--- config.mk ---
export PLATFORM = sky130hd
export DESIGN_NAME = lcd_frame_sequencer_flat
export DESIGN_NICKNAME = d
export VERILOG_FILES = /design/src/rtl/lcd_seq_pkg.sv /design/src/rtl/lcd_frame_sequencer_if.sv /design/src/rtl/lcd_frame_rom.sv /design/src/rtl/lcd_frame_sequencer.sv /design/src/flat_wrapper.sv
export SDC_FILE = /design/constraint.sdc
export NUM_CORES = 1
export LEC_CHECK = 0
export CORE_ASPECT_RATIO = 1.5
export CORE_MARGIN = 10
export CORE_UTILIZATION = 35
export DETAILED_ROUTE_END_ITERATION = 12
export PLACE_DENSITY_LB_ADDON = 0.12
export SETUP_SLACK_MARGIN = 0.2
export SLEW_MARGIN = 15
export SYNTH_ARGS = -nofsm -noshare
export SYNTH_HDL_FRONTEND = slang
export SYNTH_HIERARCHICAL = 1
export SYNTH_SLANG_ARGS = --single-unit
--- constraint.sdc ---
create_clock -name clk -period 1.68 [get_ports clk]
set_input_delay 0.336 -clock clk [delete_from_list [all_inputs] [get_ports clk]]
set_output_delay 0.336 -clock clk [all_outputs]
set_load 0.05 [all_outputs]
--- src/rtl/lcd_seq_pkg.sv ---
// Shared constants, FSM encoding and snapshot type for lcd_frame_sequencer.
// Frame length depends on LCD_SEQ_AMPM_EN (adds " AM"/" PM").
package lcd_seq_pkg;

   localparam logic [7:0] LCD_FUNC_SET = 8'h38;
   localparam logic [7:0] LCD_DISP_ON  = 8'h0C;
   localparam logic [7:0] LCD_CLEAR    = 8'h01;
   localparam logic [7:0] LCD_ENTRY    = 8'h06;
   localparam logic [7:0] LCD_LINE1    = 8'h80;

   localparam logic [7:0] ASCII_ZERO  = 8'h30;
   localparam logic [7:0] ASCII_COLON = 8'h3A;
   localparam logic [7:0] ASCII_SPACE = 8'h20;
   localparam logic [7:0] ASCII_A     = 8'h41;
   localparam logic [7:0] ASCII_P     = 8'h50;
   localparam logic [7:0] ASCII_M     = 8'h4D;

   localparam int unsigned INIT_LEN = 4;
`ifdef LCD_SEQ_AMPM_EN
   localparam int unsigned FRAME_LEN = 12;
`else
   localparam int unsigned FRAME_LEN = 9;
`endif

   typedef enum logic [2:0] {
      PWRUP,
      INIT_SEND,
      INIT_GAP,
      CLR_WAIT,
      IDLE,
      FRAME_SEND,
      FRAME_GAP
   } seq_state_t;

   typedef struct packed {
      logic [7:0] hr;
      logic [7:0] mn;
      logic [7:0] sc;
      logic       pm;
   } time_snap_t;

   function automatic logic [7:0] init_cmd(input logic [1:0] i);
      case (i)
         2'd0:    return LCD_FUNC_SET;
         2'd1:    return LCD_DISP_ON;
         2'd2:    return LCD_CLEAR;
         default: return LCD_ENTRY;
      endcase
   endfunction

   function automatic logic [7:0] bcd_char(input logic [3:0] n);
      return ASCII_ZERO + {4'h0, n};
   endfunction

endpackage

--- src/rtl/lcd_frame_sequencer_if.sv ---
// Byte handshake between lcd_frame_sequencer (master) and lcd_disp_interface (slave).
interface lcd_frame_sequencer_if;
   logic [7:0] data;
   logic       ins_data;
   logic       send_data;
   logic       lcd_ready;

   modport master (output data, output ins_data, output send_data, input lcd_ready);
   modport slave  (input data, input ins_data, input send_data, output lcd_ready);
endinterface

--- src/rtl/lcd_frame_rom.sv ---
// Combinational frame byte table: (idx, snapshot) -> {ins_data, data, last}.
// With LCD_SEQ_AMPM_EN the frame appends " AM"/" PM".
module lcd_frame_rom
   import lcd_seq_pkg::*;
(
   input  logic [3:0]  idx,
   input  time_snap_t  snap,
   output logic        ins_data,
   output logic [7:0]  data,
   output logic        last
);

`ifndef LCD_SEQ_AMPM_EN
   logic unused_pm;
   assign unused_pm = snap.pm;
`endif

   always_comb begin
      ins_data = 1'b1;
      data     = ASCII_SPACE;
      last     = (idx == 4'(FRAME_LEN - 1));
      case (idx)
         4'd0: begin
            ins_data = 1'b0;
            data     = LCD_LINE1;
         end
         4'd1: data = bcd_char(snap.hr[7:4]);
         4'd2: data = bcd_char(snap.hr[3:0]);
         4'd3: data = ASCII_COLON;
         4'd4: data = bcd_char(snap.mn[7:4]);
         4'd5: data = bcd_char(snap.mn[3:0]);
         4'd6: data = ASCII_COLON;
         4'd7: data = bcd_char(snap.sc[7:4]);
         4'd8: data = bcd_char(snap.sc[3:0]);
`ifdef LCD_SEQ_AMPM_EN
         4'd10: data = snap.pm ? ASCII_P : ASCII_A;
         4'd11: data = ASCII_M;
`endif
         default: data = ASCII_SPACE;
      endcase
   end

endmodule

--- src/rtl/lcd_frame_sequencer.sv ---
// Sequences lcd_disp_interface: power-up wait, HD44780 init list, then "HH:MM:SS" frames.
// Optional " AM"/" PM" suffix under LCD_SEQ_AMPM_EN (handled in lcd_frame_rom).
module lcd_frame_sequencer
   import lcd_seq_pkg::*;
#(
   parameter int unsigned POWERUP_CYC = 180000,
   parameter int unsigned CLEAR_CYC   = 24000
) (
   input  logic                         clk,
   input  logic                         rst,
   input  logic                         refresh_req,
   input  logic [7:0]                   hr_bcd,
   input  logic [7:0]                   min_bcd,
   input  logic [7:0]                   sec_bcd,
   input  logic                         pm,
   lcd_frame_sequencer_if.master        lcd,
   output logic                         init_done,
   output logic                         frame_done
);

   seq_state_t  state;
   logic [31:0] cnt;
   logic [3:0]  idx;
   logic        pending;
   logic        last_q;
   time_snap_t  snap;

   logic        rom_ins;
   logic [7:0]  rom_data;
   logic        rom_last;

   lcd_frame_rom u_rom (
      .idx      (idx),
      .snap     (snap),
      .ins_data (rom_ins),
      .data     (rom_data),
      .last     (rom_last)
   );

   always_ff @(posedge clk) begin
      if (rst) begin
         state         <= PWRUP;
         cnt           <= '0;
         idx           <= '0;
         pending       <= 1'b0;
         last_q        <= 1'b0;
         snap          <= '0;
         lcd.data      <= '0;
         lcd.ins_data  <= 1'b0;
         lcd.send_data <= 1'b0;
         init_done     <= 1'b0;
         frame_done    <= 1'b0;
      end else begin
         lcd.send_data <= 1'b0;
         frame_done    <= 1'b0;
         if (refresh_req && state != IDLE)
            pending <= 1'b1;

         unique case (state)
            PWRUP: begin
               if (cnt == 32'(POWERUP_CYC - 1)) begin
                  cnt   <= '0;
                  idx   <= '0;
                  state <= INIT_SEND;
               end else begin
                  cnt <= cnt + 32'd1;
               end
            end
            INIT_SEND: begin
               if (lcd.lcd_ready) begin
                  lcd.data      <= init_cmd(idx[1:0]);
                  lcd.ins_data  <= 1'b0;
                  lcd.send_data <= 1'b1;
                  idx           <= idx + 4'd1;
                  if (idx == 4'(INIT_LEN - 1))
                     init_done <= 1'b1;
                  state <= INIT_GAP;
               end
            end
            INIT_GAP: begin
               if (init_done) begin
                  idx   <= '0;
                  state <= IDLE;
               end else if (init_cmd(idx[1:0] - 2'd1) == LCD_CLEAR) begin
                  cnt   <= '0;
                  state <= CLR_WAIT;
               end else begin
                  state <= INIT_SEND;
               end
            end
            CLR_WAIT: begin
               if (cnt == 32'(CLEAR_CYC - 1)) begin
                  cnt   <= '0;
                  state <= INIT_SEND;
               end else begin
                  cnt <= cnt + 32'd1;
               end
            end
            IDLE: begin
               if (refresh_req || pending) begin
                  snap    <= {hr_bcd, min_bcd, sec_bcd, pm};
                  pending <= 1'b0;
                  // Byte 0 (set-address) does not depend on the snapshot, so it
                  // can be strobed straight from IDLE for one-cycle latency.
                  if (lcd.lcd_ready) begin
                     lcd.data      <= rom_data;
                     lcd.ins_data  <= rom_ins;
                     lcd.send_data <= 1'b1;
                     last_q        <= rom_last;
                     idx           <= idx + 4'd1;
                     state         <= FRAME_GAP;
                  end else begin
                     state <= FRAME_SEND;
                  end
               end
            end
            FRAME_SEND: begin
               if (lcd.lcd_ready) begin
                  lcd.data      <= rom_data;
                  lcd.ins_data  <= rom_ins;
                  lcd.send_data <= 1'b1;
                  last_q        <= rom_last;
                  idx           <= idx + 4'd1;
                  state         <= FRAME_GAP;
               end
            end
            FRAME_GAP: begin
               if (last_q) begin
                  frame_done <= 1'b1;
                  last_q     <= 1'b0;
                  idx        <= '0;
                  state      <= IDLE;
               end else begin
                  state <= FRAME_SEND;
               end
            end
            default: state <= PWRUP;
         endcase
      end
   end

endmodule

--- src/flat_wrapper.sv ---
// flat-port wrapper written by rule: the top's interface ports become plain ports
module lcd_frame_sequencer_flat import lcd_seq_pkg::*;
#(
   parameter int unsigned POWERUP_CYC = 180000,
   parameter int unsigned CLEAR_CYC   = 24000
)
  (clk, rst, refresh_req, hr_bcd, min_bcd, sec_bcd, pm, init_done, frame_done, lcd_data, lcd_ins_data, lcd_send_data, lcd_lcd_ready);
  lcd_frame_sequencer_if lcd_i ();
  input  logic clk;
  input  logic rst;
  input  logic refresh_req;
  input  logic [7:0] hr_bcd;
  input  logic [7:0] min_bcd;
  input  logic [7:0] sec_bcd;
  input  logic pm;
  output logic init_done;
  output logic frame_done;
  output wire logic [$bits(lcd_i.data)-1:0] lcd_data;
  output wire logic [$bits(lcd_i.ins_data)-1:0] lcd_ins_data;
  output wire logic [$bits(lcd_i.send_data)-1:0] lcd_send_data;
  input wire logic [$bits(lcd_i.lcd_ready)-1:0] lcd_lcd_ready;
  assign lcd_data = lcd_i.data;
  assign lcd_ins_data = lcd_i.ins_data;
  assign lcd_send_data = lcd_i.send_data;
  assign lcd_i.lcd_ready = lcd_lcd_ready;
  lcd_frame_sequencer #(.POWERUP_CYC(POWERUP_CYC), .CLEAR_CYC(CLEAR_CYC)) u_core (.clk(clk), .rst(rst), .refresh_req(refresh_req), .hr_bcd(hr_bcd), .min_bcd(min_bcd), .sec_bcd(sec_bcd), .pm(pm), .lcd(lcd_i), .init_done(init_done), .frame_done(frame_done));
endmodule
==> impl_metrics.sql, run 1 <==
INSERT INTO impl_metrics (metric_group, metric, value, unit) VALUES
('run', 'max_cap_viol_count', '0', ''),
('power_and_ir_drop', 'total_power', '3772', 'uW'),
('place', 'post-place-ws', '-0.2007', 'ns'),
('run_status', 'outcome', 'finished with violations', ''),
('place', 'placedCellCount', '707', ''),
('sta', 'worst_path_setup_slack_after_routing', '-0.1361', 'ns'),
('clocking', 'clock_tree.htree_level_count', '3', ''),
('yosys', 'postSynthAreaPerCell', '8.573', 'um2'),
('sta', 'slew_violations', '0', ''),
('worst_setup_path', 'cp_data_arrival_time', '2.04', 'ns'),
('cells_and_area', 'seq_area', '1564', 'um2'),
('worst_setup_path', 'critical-path-top-delay-family', 'simple AND/OR/NAND/NOR gates', ''),
('cells_and_area', 'multi_input_comb_area', '2595', 'um2'),
('worst_setup_path', 'critPathSlowestCell', 'sky130_fd_sc_hd__or4_4', ''),
('floorplan', 'start_util', '35.69', '%'),
('place', 'dpl_cell_area', '5151', 'um2'),
('sta', 'setup_repair_after_global_routing_missed_its_margin', 'yes', ''),
('worst_setup_path', 'critical_path_start_end_classification', 'flop to flop', ''),
('cells_and_area', 'fin_cells', '739', ''),
('sta', 'period_needed', '1.816', 'ns'),
('clocking', 'inserted_clock_buffers', '9', ''),
('sta', 'setup_violations', '33', ''),
('route', 'route.final.wire_length', '11320', 'um'),
('worst_hold_path', 'hold_path.class', 'input port to flop', ''),
('yosys', 'mappedNetlistNets', '515', ''),
('place', 'io_buffers', '39', ''),
('global_routing', 'gr-usage-all-layers', '13.33', '%'),
('route', 'firstDrtPassIters', '4', ''),
('clocking', 'clock_latency', '0.34', 'ns'),
('worst_setup_path', 'reg2reg_slack', '-0.14', 'ns'),
('place', 'detailedPlacementHpwl', '7837', 'um'),
('yosys', 'yosysWarnings', '6', ''),
('sta', 'hold_viol_final', '0', ''),
('floorplan', 'io_pins', '41', ''),
('worst_setup_path', 'cells_along_the_critical_path', 'or4_4 > nor4_4 > mux2i_2 > o21ai_4 > buf_12 > a21oi_1', ''),
('power_and_ir_drop', 'vdd.ir_drop.worst', '0.0004778', 'V'),
('route', 'avgViaCountPerCell', '5.177', ''),
('global_routing', 'grt_pass1_wl', '18190', 'um'),
('sta', 'tns', '-3.750', 'ns'),
('route', 'per_cell_routed_wire_length', '15.32', 'um'),
('floorplan', 'dieHeight', '152.8', 'um'),
('floorplan', 'die_w', '108.5', 'um'),
('floorplan', 'die-area', '16580', 'um2'),
('clocking', 'clockBufferDepth', '2', ''),
('yosys', 'syn-cell-area', '4115', 'um2'),
('sta', 'fin_crit_sh', '108.1', '%'),
('floorplan', 'placementRows', '48', ''),
('route', 'drcViolationCount', '0', ''),
('cells_and_area', 'insertedDiodeCount', '0', ''),
('worst_setup_path', 'crit_path_start_kind', 'flop', ''),
('clocking', 'numClockSinks', '77', ''),
('cells_and_area', 'nets', '619', ''),
('cells_and_area', 'fillers', '1133', ''),
('yosys', 'syn_inst', '480', ''),
('global_routing', 'grt_antenna_before_repair', '0', ''),
('run_status', 'violations', 'setup timing', ''),
('global_routing', 'pin_count_of_the_biggest_net_entering_global_routing', '31', ''),
('worst_setup_path', 'cp_endpoint_kind', 'flop', ''),
('route', 'drt_first_iter_violations', '107', ''),
('global_routing', 'grt-ovfl-total', '0', ''),
('clocking', 'tritoncts', 'built', ''),
('power_and_ir_drop', 'powerDensity', '644.0', 'nW/um2'),
('sta', 'worst_clock_skew', '0.006006', 'ns'),
('power_and_ir_drop', 'leakagePower', '0.002179', 'uW'),
('global_routing', 'first_global_vias', '3804', ''),
('place', 'place.gp.congestion', '0.8496', ''),
('route', 'dr_total_vias', '3826', ''),
('worst_setup_path', 'cp.buffers_inverters', '1', ''),
('sta', 'maxClockFrequency', '550.6', 'MHz'),
('worst_setup_path', 'worst_path_largest_cell_delay', '0.54', 'ns'),
('worst_setup_path', 'timing.critical_path.required', '1.90', 'ns'),
('worst_setup_path', 'top_fanout_value_on_the_critical_path', '17', ''),
('cells_and_area', 'drive_gt1_share', '32.43', '%'),
('route', 'final_antenna_net_count', '0', ''),
('floorplan', 'core_area', '11530', 'um2'),
('cells_and_area', 'area_growth_from_synthesis_to_layout', '42.32', '%'),
('clocking', 'cts-root-buf', 'sky130_fd_sc_hd__clkbuf_16', ''),
('cells_and_area', 'post-route-cell-area', '5857', 'um2'),
('clocking', 'clk_pin_slew_worst_paths', '0.06', 'ns');
-- state kept, by name (all words and copies together), names as in the netlist --
| register | cells |
|---|---|
| u_core/idx | 4 |
| u_core/lcd.send_data | 1 |
| u_core/lcd.data | 8 |
| u_core/state | 3 |
| u_core/pending | 1 |
| u_core/frame_done | 1 |
| u_core/snap | 24 |
| u_core/last_q | 1 |
| u_core/init_done | 1 |
| u_core/lcd.ins_data | 1 |
| u_core/cnt | 32 |
-- cell usage in the layout, fill, tap and decap left out, types with 5 or more instances in the layout --
| master | instances |
|---|---|
| sky130_fd_sc_hd__nand3_1 | 16 |
| sky130_fd_sc_hd__xor2_1 | 28 |
| sky130_fd_sc_hd__a211oi_1 | 6 |
| sky130_fd_sc_hd__clkbuf_16 | 10 |
| sky130_fd_sc_hd__nor2b_1 | 5 |
| sky130_fd_sc_hd__o21ai_0 | 5 |
| sky130_fd_sc_hd__nand2_1 | 67 |
| sky130_fd_sc_hd__nor2_1 | 22 |
| sky130_fd_sc_hd__inv_1 | 6 |
| sky130_fd_sc_hd__a21oi_2 | 9 |
| sky130_fd_sc_hd__nand2b_1 | 5 |
| sky130_fd_sc_hd__nor3_1 | 9 |
| sky130_fd_sc_hd__mux2i_1 | 5 |
| sky130_fd_sc_hd__buf_4 | 77 |
| sky130_fd_sc_hd__and3_1 | 9 |
| sky130_fd_sc_hd__dfxtp_2 | 6 |
| sky130_fd_sc_hd__clkdlybuf4s50_1 | 25 |
| sky130_fd_sc_hd__a21oi_1 | 55 |
| sky130_fd_sc_hd__nor4_1 | 6 |
| sky130_fd_sc_hd__buf_12 | 9 |
| sky130_fd_sc_hd__nand4_1 | 16 |
| sky130_fd_sc_hd__dfxtp_1 | 67 |
| sky130_fd_sc_hd__ha_1 | 5 |
| sky130_fd_sc_hd__buf_6 | 12 |
-- routing by layer --
| metal | GRT usage [%] | share of wire (%) | up-vias |
|---|---|---|---|
| met5 | 0 | 0 | - |
| met4 | 5.608 | 2.5 | 0 |
| met3 | 2.667 | 3.3 | 18 |
| met2 | 23.62 | 54 | 51 |
| met1 | 14.80 | 41 | 1849 |
| li1 | - | - | 1908 |
-- repair_timing --
action,in CTS,in global routing
setup buffers,9,5
endpoints found under the setup margin,61,73
resized for setup,27,45
cloned,0,2
pin swaps,15,21
hold buffers,0,0
-- area by class of cell --
| type | count | share of cell area (%) |
|---|---|---|
| clock buffers | 10 | 3.909 |
| well taps | 150 | 3.204 |
| clock inverters | 6 | 0.6623 |
| multi-input cells | 361 | 44.31 |
| repair buffers | 128 | 20.76 |
| inverters | 7 | 0.4486 |
| flip-flops and latches | 77 | 26.70 |
-- report_power, final --
part | total, uW | switching, uW | internal, uW
clock network | 1770 | 776 | 995
logic | 167 | 73.6 | 93.5
registers | 1830 | 6.32 | 1830
-- metrics by stage --
step | util (%) | hold WS (ns)
final | 50.79 | 0.3598
after detailed placement | 44.67 | 0.4443
after global routing | 50.79 | 0.3779
after CTS | 48.51 | 0.3536
after global placement | 44.67 | 0.4378
after floorplan | - | 0.4315
-- worst paths after layout --
path / from / to / cells past startpoint
worst max register to register: u_core/cnt[9] / u_core/cnt[9] / 6
worst min register to register: u_core/snap[5] / u_core/snap[5] / 2
worst min-delay path: rst / u_core/idx[1] / 3
worst max-delay path: u_core/cnt[9] / u_core/cnt[9] / 6
-- worst reg2reg max path: stages, from the launching register on --
cell,delay (ns)
sky130_fd_sc_hd__dfxtp_2,0.32
sky130_fd_sc_hd__or4_4,0.54
sky130_fd_sc_hd__nor4_4,0.21
sky130_fd_sc_hd__mux2i_2,0.14
sky130_fd_sc_hd__o21ai_4,0.22
sky130_fd_sc_hd__buf_12,0.19
sky130_fd_sc_hd__a21oi_1,0.09
Power figures use the tool's default switching activity.
==> run 2: changes to the inputs <==
--- a/config.mk
+++ b/config.mk
@@ -7,7 +7,7 @@
 export LEC_CHECK = 0
 export CORE_ASPECT_RATIO = 1.5
 export CORE_MARGIN = 10
-export CORE_UTILIZATION = 35
+export CORE_UTILIZATION = 40
 export DETAILED_ROUTE_END_ITERATION = 12
 export PLACE_DENSITY_LB_ADDON = 0.12
 export SETUP_SLACK_MARGIN = 0.2
==> run 2 against run 1 <==
Against the previous run:
- the flow still finishes with violations (setup timing)
- worst setup slack worse by 0.025 ns
- clock power is 3% higher
- utilization is 7.8 points higher
- sequential power hardly changed
- sequential share of layout area is 0.17 points lower
- critical endpoint is now u_core/cnt[20]
- largest power group unchanged
==> impl_metrics.sql, run 2 (same netlist as run 1, synthesis figures left out) <==
INSERT INTO impl_metrics (metric_group, metric, value, unit) VALUES
('run_status', 'outcome', 'finished with violations', ''),
('run_status', 'violations', 'setup timing', ''),
('floorplan', 'die_w', '102.8', 'um'),
('clocking', 'inserted_clock_buffers', '9', ''),
('floorplan', 'die-area', '14830', 'um2'),
('global_routing', 'grt_pass1_wl', '17790', 'um'),
('cells_and_area', 'largest_register_ffs', '32', ''),
('place', 'place.gp.congestion', '0.7788', ''),
('sta', 'setup_repair_after_global_routing_missed_its_margin', 'yes', ''),
('clocking', 'numClockSinks', '77', ''),
('worst_setup_path', 'crit_path_start_kind', 'flop', ''),
('place', 'dpl_cell_area', '5052', 'um2'),
('route', 'drcViolationCount', '0', ''),
('floorplan', 'start_util', '40.83', '%'),
('route', 'avgViaCountPerCell', '5.408', ''),
('sta', 'hold_viol_final', '0', ''),
('worst_setup_path', 'cp_endpoint_kind', 'flop', ''),
('place', 'io_buffers', '39', ''),
('cells_and_area', 'nets', '611', ''),
('floorplan', 'core_area', '10080', 'um2'),
('route', 'drt_first_iter_violations', '133', ''),
('sta', 'worst_clock_skew', '0.009110', 'ns'),
('worst_setup_path', 'top_fanout_value_on_the_critical_path', '7', ''),
('floorplan', 'dieHeight', '144.2', 'um'),
('clocking', 'clock_latency', '0.34', 'ns'),
('cells_and_area', 'most-common-layout-cells', 'sky130_fd_sc_hd__buf_4 (67), sky130_fd_sc_hd__dfxtp_1 (67), sky130_fd_sc_hd__nand2_1 (66)', ''),
('worst_setup_path', 'cp_data_arrival_time', '2.06', 'ns'),
('clocking', 'clk_pin_slew_worst_paths', '0.07', 'ns'),
('route', 'final_antenna_net_count', '0', ''),
('cells_and_area', 'insertedDiodeCount', '0', ''),
('sta', 'worst_path_setup_slack_after_routing', '-0.1616', 'ns'),
('run', 'max_cap_viol_count', '0', ''),
('worst_setup_path', 'critical_path.reg2reg.endpoint', 'u_core/cnt[20]', ''),
('global_routing', 'grt_antenna_before_repair', '0', ''),
('cells_and_area', 'reg_top3', 'u_core/cnt x32, u_core/snap x24, u_core/lcd.data x8', ''),
('route', 'dr_total_vias', '3775', ''),
('cells_and_area', 'finish.utilization', '58.57', '%'),
('worst_setup_path', 'first_element_of_the_critical_path', 'u_core/cnt[9]', ''),
('global_routing', 'first_global_vias', '3801', ''),
('place', 'detailedPlacementHpwl', '7478', 'um'),
('sta', 'maxClockFrequency', '543.0', 'MHz'),
('cells_and_area', 'drive_gt1_share', '33.05', '%'),
('route', 'firstDrtPassIters', '5', ''),
('clocking', 'clock_tree.htree_level_count', '3', ''),
('power_and_ir_drop', 'powerDensity', '653.2', 'nW/um2'),
('worst_setup_path', 'reg2reg_from', 'u_core/cnt[9]', ''),
('sta', 'slew_violations', '0', ''),
('clocking', 'post_cts_hold_fix_bufs', '0', ''),
('worst_setup_path', 'critPathSlowestCell', 'sky130_fd_sc_hd__or4_4', ''),
('route', 'route.final.wire_length', '11050', 'um'),
('worst_setup_path', 'worstSetupEndpoint', 'u_core/cnt[20]', ''),
('global_routing', 'pin_count_of_the_biggest_net_entering_global_routing', '33', ''),
('sta', 'fin_crit_sh', '109.6', '%'),
('sta', 'period_needed', '1.842', 'ns'),
('clocking', 'tritoncts', 'built', ''),
('floorplan', 'io_pins', '41', ''),
('global_routing', 'grt-ovfl-total', '0', ''),
('floorplan', 'placementRows', '45', ''),
('worst_setup_path', 'worst_path_largest_cell_delay', '0.54', 'ns'),
('worst_setup_path', 'cells_along_the_critical_path', 'or4_4 > nor4_4 > mux2i_2 > o21ai_4 > buf_6 > clkbuf_16 > a21oi_1', ''),
('power_and_ir_drop', 'vdd.ir_drop.worst', '0.0004648', 'V'),
('cells_and_area', 'area_growth_from_synthesis_to_layout', '43.45', '%'),
('sta', 'worst_hold_slack', '0.4575', 'ns'),
('place', 'post-place-ws', '-0.2388', 'ns'),
('cells_and_area', 'post-route-cell-area', '5903', 'um2'),
('worst_setup_path', 'timing.critical_path.required', '1.90', 'ns'),
('route', 'per_cell_routed_wire_length', '15.82', 'um'),
('cells_and_area', 'fin_cells', '698', ''),
('worst_hold_path', 'hold_path.class', 'flop to flop', ''),
('power_and_ir_drop', 'leakagePower', '0.002159', 'uW'),
('cells_and_area', 'registers.top_by_ff_count', 'u_core/cnt', ''),
('place', 'placedCellCount', '664', ''),
('clocking', 'clockBufferDepth', '2', ''),
('clocking', 'cts-root-buf', 'sky130_fd_sc_hd__clkbuf_16', ''),
('global_routing', 'gr-usage-all-layers', '15.07', '%'),
('worst_setup_path', 'reg2reg_slack', '-0.16', 'ns'),
('worst_setup_path', 'critical_path_start_end_classification', 'flop to flop', ''),
('sta', 'setup_violations', '33', ''),
('worst_setup_path', 'timing.reg2reg.worst_path_depth', '7', '');
-- run 2: changes by cell type in the layout (fill, tap and decap cells not counted), moves of 3 or more --
cell	previous run	this run
sky130_fd_sc_hd__a211oi_1	6	2
sky130_fd_sc_hd__a211oi_2	3	7
sky130_fd_sc_hd__buf_4	77	67
sky130_fd_sc_hd__buf_16	0	3
-- run 2: worst min-delay path by stage --
stage | startpoint | to | slack, ns | depth (start not counted)
final | u_core/snap[22] | u_core/snap[22] | 0.46 | 2
after global routing | u_core/snap[17] | u_core/snap[17] | 0.48 | 2
after CTS | u_core/snap[3] | u_core/snap[3] | 0.46 | 2
after detailed placement | u_core/snap[3] | u_core/snap[3] | 0.45 | 2
after global placement | u_core/snap[3] | u_core/snap[3] | 0.44 | 2
after floorplan | u_core/snap[22] | u_core/snap[22] | 0.43 | 2
-- run 2: critical path, delay by kind of cell, from the launching register on --
family	cells	cell delay, ns
mux	1	0.14
simple gates	2	0.74
buf+inv	2	0.29
flops	1	0.32
compound gates	2	0.24
-- run 2: report_power, final --
part	leakage (uW)	internal, uW	switching [uW]
combinational	0.00139	112	78.6
clock	0.000137	1020	817
sequential	0.000627	1830	6.54
-- run 2: stage by stage --
step	power [uW]	setup TNS, ns
global route	4011	-7.448
detailed placement	2036	-8.925
global placement	2036	-7.521
floorplan	1938	0
CTS	3895	-4.423
finish	3856	-4.215
-- run 2: what timing repair did --
| item | CTS | global route |
|---|---|---|
| resized for setup | 36 | 47 |
| setup endpoints to repair | 73 | 71 |
| setup buffers | 8 | 5 |
| pin swaps | 18 | 17 |
| gates cloned | 3 | 2 |
-- run 2: routing by layer --
layer	up-vias	routed length (um)	GRT usage (%)
met2	46	6127	28.37
li1	1903	-	-
met1	1816	4399	15.21
met4	0	191	6.466
met5	-	0	0
met3	10	327	3.486
-- run 2: area by class of cell --
class                      instances  area [um2]
clock buffer                       9       225.2
multi-input combinational        361        2645
tap                              117       146.4
inverter                           7       26.28
timing repair buffer             120        1239
fill                             868        4175
clock inverter                     7       55.05
sequential                        77        1567
